<file path="config.mk">
export PLATFORM = sky130hd
export DESIGN_NAME = yoshi_hit_ctrl
export DESIGN_NICKNAME = d
export VERILOG_FILES = /design/src/rtl/yoshi_hit_ctrl_pkg.sv /design/src/rtl/yoshi_hit_ctrl_frame_down_counter.sv /design/src/rtl/yoshi_hit_ctrl.sv
export SDC_FILE = /design/constraint.sdc
export NUM_CORES = 1
export LEC_CHECK = 0
export CAP_MARGIN = 40
export CORE_UTILIZATION = 48
export CTS_CLUSTER_SIZE = 16
export DETAILED_ROUTE_END_ITERATION = 8
export PLACE_DENSITY = 0.82
export SLEW_MARGIN = 10
export SYNTH_ARGS = -nofsm -noshare
export SYNTH_HDL_FRONTEND = slang
export SYNTH_SLANG_ARGS = --single-unit
</file>
<file path="constraint.sdc">
create_clock -name clk -period 1.6 [get_ports clk]
set_clock_uncertainty 0.05 [all_clocks]
set_input_delay 0.32 -clock clk [delete_from_list [all_inputs] [get_ports clk]]
set_output_delay 0.32 -clock clk [all_outputs]
set_load 0.02 [all_outputs]
</file>
<file path="src/rtl/yoshi_hit_ctrl_pkg.sv">
// Shared game definitions for the Yoshi hit controller: FSM encoding and
// frame-counter sizing.
package yoshi_hit_ctrl_pkg;

  localparam int FCNT_W = 8;

  typedef logic [FCNT_W-1:0] fcnt_t;

  typedef enum logic [1:0] {
    ST_IDLE = 2'd0,
    ST_PLAY = 2'd1,
    ST_HIT  = 2'd2,
    ST_OVER = 2'd3
  } hit_state_e;

  function automatic fcnt_t to_fcnt(input int v);
    return fcnt_t'(v);
  endfunction

endpackage

</file>
<file path="src/rtl/yoshi_hit_ctrl_frame_down_counter.sv">
// Loadable frame counter: counts frame_ticks down to 0 and holds there.
// Load wins over decrement; last flags the tick that will reach 0.
module frame_down_counter
  import yoshi_hit_ctrl_pkg::*;
(
  input  logic  clk,
  input  logic  reset,
  input  logic  load,
  input  fcnt_t load_val,
  input  logic  dec,
  output logic  zero,
  output logic  last
);

  fcnt_t cnt;

  always_ff @(posedge clk) begin
    if (reset)
      cnt <= '0;
    else if (load)
      cnt <= load_val;
    else if (dec && cnt != '0)
      cnt <= cnt - 1'b1;
  end

  assign zero = (cnt == '0);
  assign last = (cnt == fcnt_t'(1));

endmodule

</file>
<file path="src/rtl/yoshi_hit_ctrl.sv">
// Turns frame-sampled collisions into life loss, a blinking invulnerability
// window and game-over handling for the Yoshi sprite.
module yoshi_hit_ctrl
  import yoshi_hit_ctrl_pkg::*;
#(
  parameter int LIVES         = 3,
  parameter int INVULN_FRAMES = 120,
  parameter int BLINK_FRAMES  = 8,
  parameter int OVER_FRAMES   = 180
) (
  input  logic       clk,
  input  logic       reset,
  input  logic       frame_tick,
  input  logic       collision,
  input  logic       start,
  output logic [1:0] lives,
  output logic       hit,
  output logic       invuln,
  output logic       yoshi_visible,
  output logic       playing,
  output logic       game_over
);

  localparam logic [1:0] LIVES_INIT = 2'(LIVES);
  localparam fcnt_t      INV_LD     = to_fcnt(INVULN_FRAMES);
  localparam fcnt_t      BLK_LD     = to_fcnt(BLINK_FRAMES);
  localparam fcnt_t      OVR_LD     = to_fcnt(OVER_FRAMES);

  hit_state_e state;

  logic  f_zero, f_last, b_zero, b_last;
  logic  take_hit, hit_tick, inv_done, blink_wrap, restart, last_life;
  logic  f_load, f_dec, b_load, b_dec;
  fcnt_t f_val;

  assign last_life = (lives == 2'd1);
  assign take_hit  = (state == ST_PLAY) && frame_tick && collision;
  assign hit_tick  = (state == ST_HIT) && frame_tick;
  assign inv_done  = hit_tick && f_last;
  // Reload the blink period on expiry; b_zero only guards against a stale count.
  assign blink_wrap = hit_tick && (b_last || b_zero) && !inv_done;
  // In OVER the counter is judged before this cycle's decrement.
  assign restart = start && ((state == ST_IDLE) || ((state == ST_OVER) && f_zero));

  assign f_load = take_hit;
  assign f_val  = last_life ? OVR_LD : INV_LD;
  assign f_dec  = frame_tick && ((state == ST_HIT) || (state == ST_OVER));
  assign b_load = (take_hit && !last_life) || blink_wrap;
  assign b_dec  = hit_tick;

  frame_down_counter u_frame_cnt (
    .clk      (clk),
    .reset    (reset),
    .load     (f_load),
    .load_val (f_val),
    .dec      (f_dec),
    .zero     (f_zero),
    .last     (f_last)
  );

  frame_down_counter u_blink_cnt (
    .clk      (clk),
    .reset    (reset),
    .load     (b_load),
    .load_val (BLK_LD),
    .dec      (b_dec),
    .zero     (b_zero),
    .last     (b_last)
  );

  always_ff @(posedge clk) begin
    if (reset) begin
      state         <= ST_IDLE;
      lives         <= LIVES_INIT;
      hit           <= 1'b0;
      yoshi_visible <= 1'b1;
    end else begin
      hit <= 1'b0;
      unique case (state)
        ST_IDLE: begin
          if (restart) begin
            state <= ST_PLAY;
            lives <= LIVES_INIT;
          end
        end
        ST_PLAY: begin
          if (take_hit) begin
            hit   <= 1'b1;
            lives <= lives - 2'd1;
            if (last_life) begin
              state <= ST_OVER;
            end else begin
              state         <= ST_HIT;
              yoshi_visible <= 1'b0;
            end
          end
        end
        ST_HIT: begin
          if (inv_done) begin
            state         <= ST_PLAY;
            yoshi_visible <= 1'b1;
          end else if (blink_wrap) begin
            yoshi_visible <= ~yoshi_visible;
          end
        end
        ST_OVER: begin
          if (restart) begin
            state         <= ST_PLAY;
            lives         <= LIVES_INIT;
            yoshi_visible <= 1'b1;
          end
        end
        default: state <= ST_IDLE;
      endcase
    end
  end

  assign invuln    = (state == ST_HIT);
  assign playing   = (state == ST_PLAY) || (state == ST_HIT);
  assign game_over = (state == ST_OVER);

endmodule

</file>
==> run metrics <==
GR Util All Layers 0.311; Max IR drop VDD about 1100 µV; GRT overflow 0; post-synth top area cell dfxtp_1; Area after DPL 1790 µm²; H-tree depth 1; Mapped Area 1310 µm²; RSZ-0062 raised after global routing true; Critical Path Source Type flop; pwr dens 1250 nW/µm²; nets 224; Async SR Flop Fraction 0; Worst setup EP type flop; CP max stage cell or4_4; largest net degree at the start of global routing 13; hold slack 490 ps; CTS clk-pin slew, worst paths 140 ps; Die Area a little under 3000 µm²; Main synth FF type dfxtp_1; P_leak around 0.84 nW; total power roughly 2.7 mW; min Tclk post-route 1760 ps; reg2reg setup slack -160 ps; Synth Area per Inst roughly 9.0 µm²; 1st-pass router iterations 4; Max FO, Critical Path 5; r2r startpoint state[1]$_SDFFE_PP0P_; f_max 0.568 GHz; Num CTS Buffers 3; Synth Register Bits 22; Top Ports 12; status finished with violations; synth-to-layout area growth 62.0%; ant diodes 0; CTS Buffer Depth 2; Synth Instances 145; CTS root buffer clkbuf_4; Max-Cap Viols 0; hold buffer count at CTS 0; crit path from state[1]$_SDFFE_PP0P_; vias in the first global route about 1400; first-pass GRT wire length 6450 µm; Max stage delay on crit path 550 ps; die height between 50 and 60 µm; Core Area between 2000 and 3000 µm²; largest cells by area after synthesis dfxtp_1 34%, ha_1 12%, xor2_1 4.7%; Final period util 1.10; Syn Nets 163; gp weighted congestion 0.857; post-route DRC violation count 0; 1st-iter DRT viols 54; ANT nets after route 0; vias per std cell 5.90; Synth top area share 0.337; # rows 18; endpoints failing hold 0; finished layout cell area 2120 µm²; crit path DAT 1970 ps; final worst setup slack -162 ps; TritonCTS clock tree done; Worst Tran Pin Value 405 ps; CP Class reg -> reg; Buf+Inv Stages, Crit Path 2; Slew Limit Headroom 0.730; Starting Density 0.519; Routed Wire Length 4220 µm; Final Setup Violations 17; Pins Over Slew Limit 0; yosys warns 0; Post-Place Setup Slack -469 ps; unique cell type count in the Yosys netlist between 40 and 50; Post-synth EDFFs 0; DP HPWL ~2600 µm; worst hold start lives[1]$_SDFFE_PP1P_; DR vias 1386; share of layout cells above drive strength 1 0.537; CP cell instances buf_4 > ha_4 > inv_2 > o311ai_2 > or4_4 > o211ai_2; register area share after synthesis 0.337; initial antenna violation count 0; Req. time, crit path between 1500 and 2000 ps; total negative slack -1380 ps; Min-Delay Path Class reg -> reg; later-pin clock latency in the skew report 320 ps; Die W ~54 µm; CP delay by family, top simple AND/OR/NAND/NOR gates; detailed-route wire length per cell 18.0 µm; failing checks negative setup slack; Buffers on Ports 11; CTS sink count 22
flip-flops by register name (all words and copies together) (netlist names):
signal and cells:
lives 2, yoshi_visible 1, hit 1, u_blink_cnt.cnt 8
state 2, u_frame_cnt.cnt 8
cell families after synthesis:
group,Yosys count,share of synthesized area
simple gates,52,0.232
compound gates,31,0.169
flops,22,0.337
xor+xnor,13,0.0870
buf+inv,13,0.0430
fa+ha+maj,13,0.124
mux,1,0.00765
worst min-delay path: stages, from the launching register on:
cell	delay, ps
dfxtp_4	380
nor3_1	50
a21oi_1	90
metrics by stage:
stage                     utilization  std cells
after floorplan                     -        145
after global placement          0.709        222
after detailed placement        0.709        222
after CTS                       0.787        233
after global routing            0.841        235
final                           0.841        235
per-layer routing:
| layer | routed length (µm) | global-route usage | part of all wire |
|---|---|---|---|
| met4 | 140 | 0.141 | 0.033 |
| met1 | 1680 | 0.331 | 0.40 |
| met3 | 208 | 0.0528 | 0.049 |
| met5 | 0 | 0 | 0 |
| met2 | 2200 | 0.587 | 0.52 |
timing repair:
item / CTS / global route
pin swaps: 23 / 20
endpoints found under the setup margin: 26 / 25
resized for setup: 49 / 25
buffers inserted: 7 / 3
synth_stat cells, drive strengths merged (2+ instances only):
cell type / instances
xor2: 7
dfxtp: 22
inv: 11
o21ai: 4
nor3: 10
a311oi: 4
nor2: 14
a21oi: 9
or2b: 2
a31oi: 3
nand3: 5
nor3b: 2
nand2: 7
o211ai: 2
xnor2: 6
ha: 13
a41oi: 2
worst paths after layout:
kind / to / cells past startpoint
min: lives[1]$_SDFFE_PP1P_ / 2
max reg2reg: yoshi_visible$_SDFFE_PP1P_ / 6
min reg2reg: lives[1]$_SDFFE_PP1P_ / 2
max: yoshi_visible$_SDFFE_PP1P_ / 6
report_power, final:
part / total, mW / switching [mW] / internal [mW]
registers: 0.738 / 0.0908 / 0.647
clock network: 0.278 / 0.181 / 0.0974
logic: 1.64 / 0.840 / 0.805
total: 2.66 / 1.11 / 1.55
layout by cell type (no fill, tap or decap), types with 4 or more instances in the layout:
master | Yosys | routed
buf_4 | 0 | 40
dfxtp_1 | 22 | 15
nor2_1 | 13 | 12
buf_6 | 1 | 9
a21oi_1 | 9 | 8
xor2_1 | 7 | 7
inv_1 | 11 | 6
ha_1 | 13 | 6
inv_2 | 0 | 5
nor3_2 | 1 | 5
dfxtp_2 | 0 | 5
nand2_1 | 7 | 4
xnor2_1 | 6 | 4
nor3_1 | 9 | 4
ha_4 | 0 | 4
dlygate4sd2_1 | 0 | 4
cell type report:
type                            count  area (µm²)
Clock buffer                        4        26.3
Sequential cell                    22         454
Inverter                           11        41.3
Multi-Input combinational cell    110        1060
Tap cell                           30        37.5
Fill cell                         139         402
Timing Repair Buffer               58         502
(Power assumes the default switching activity.)
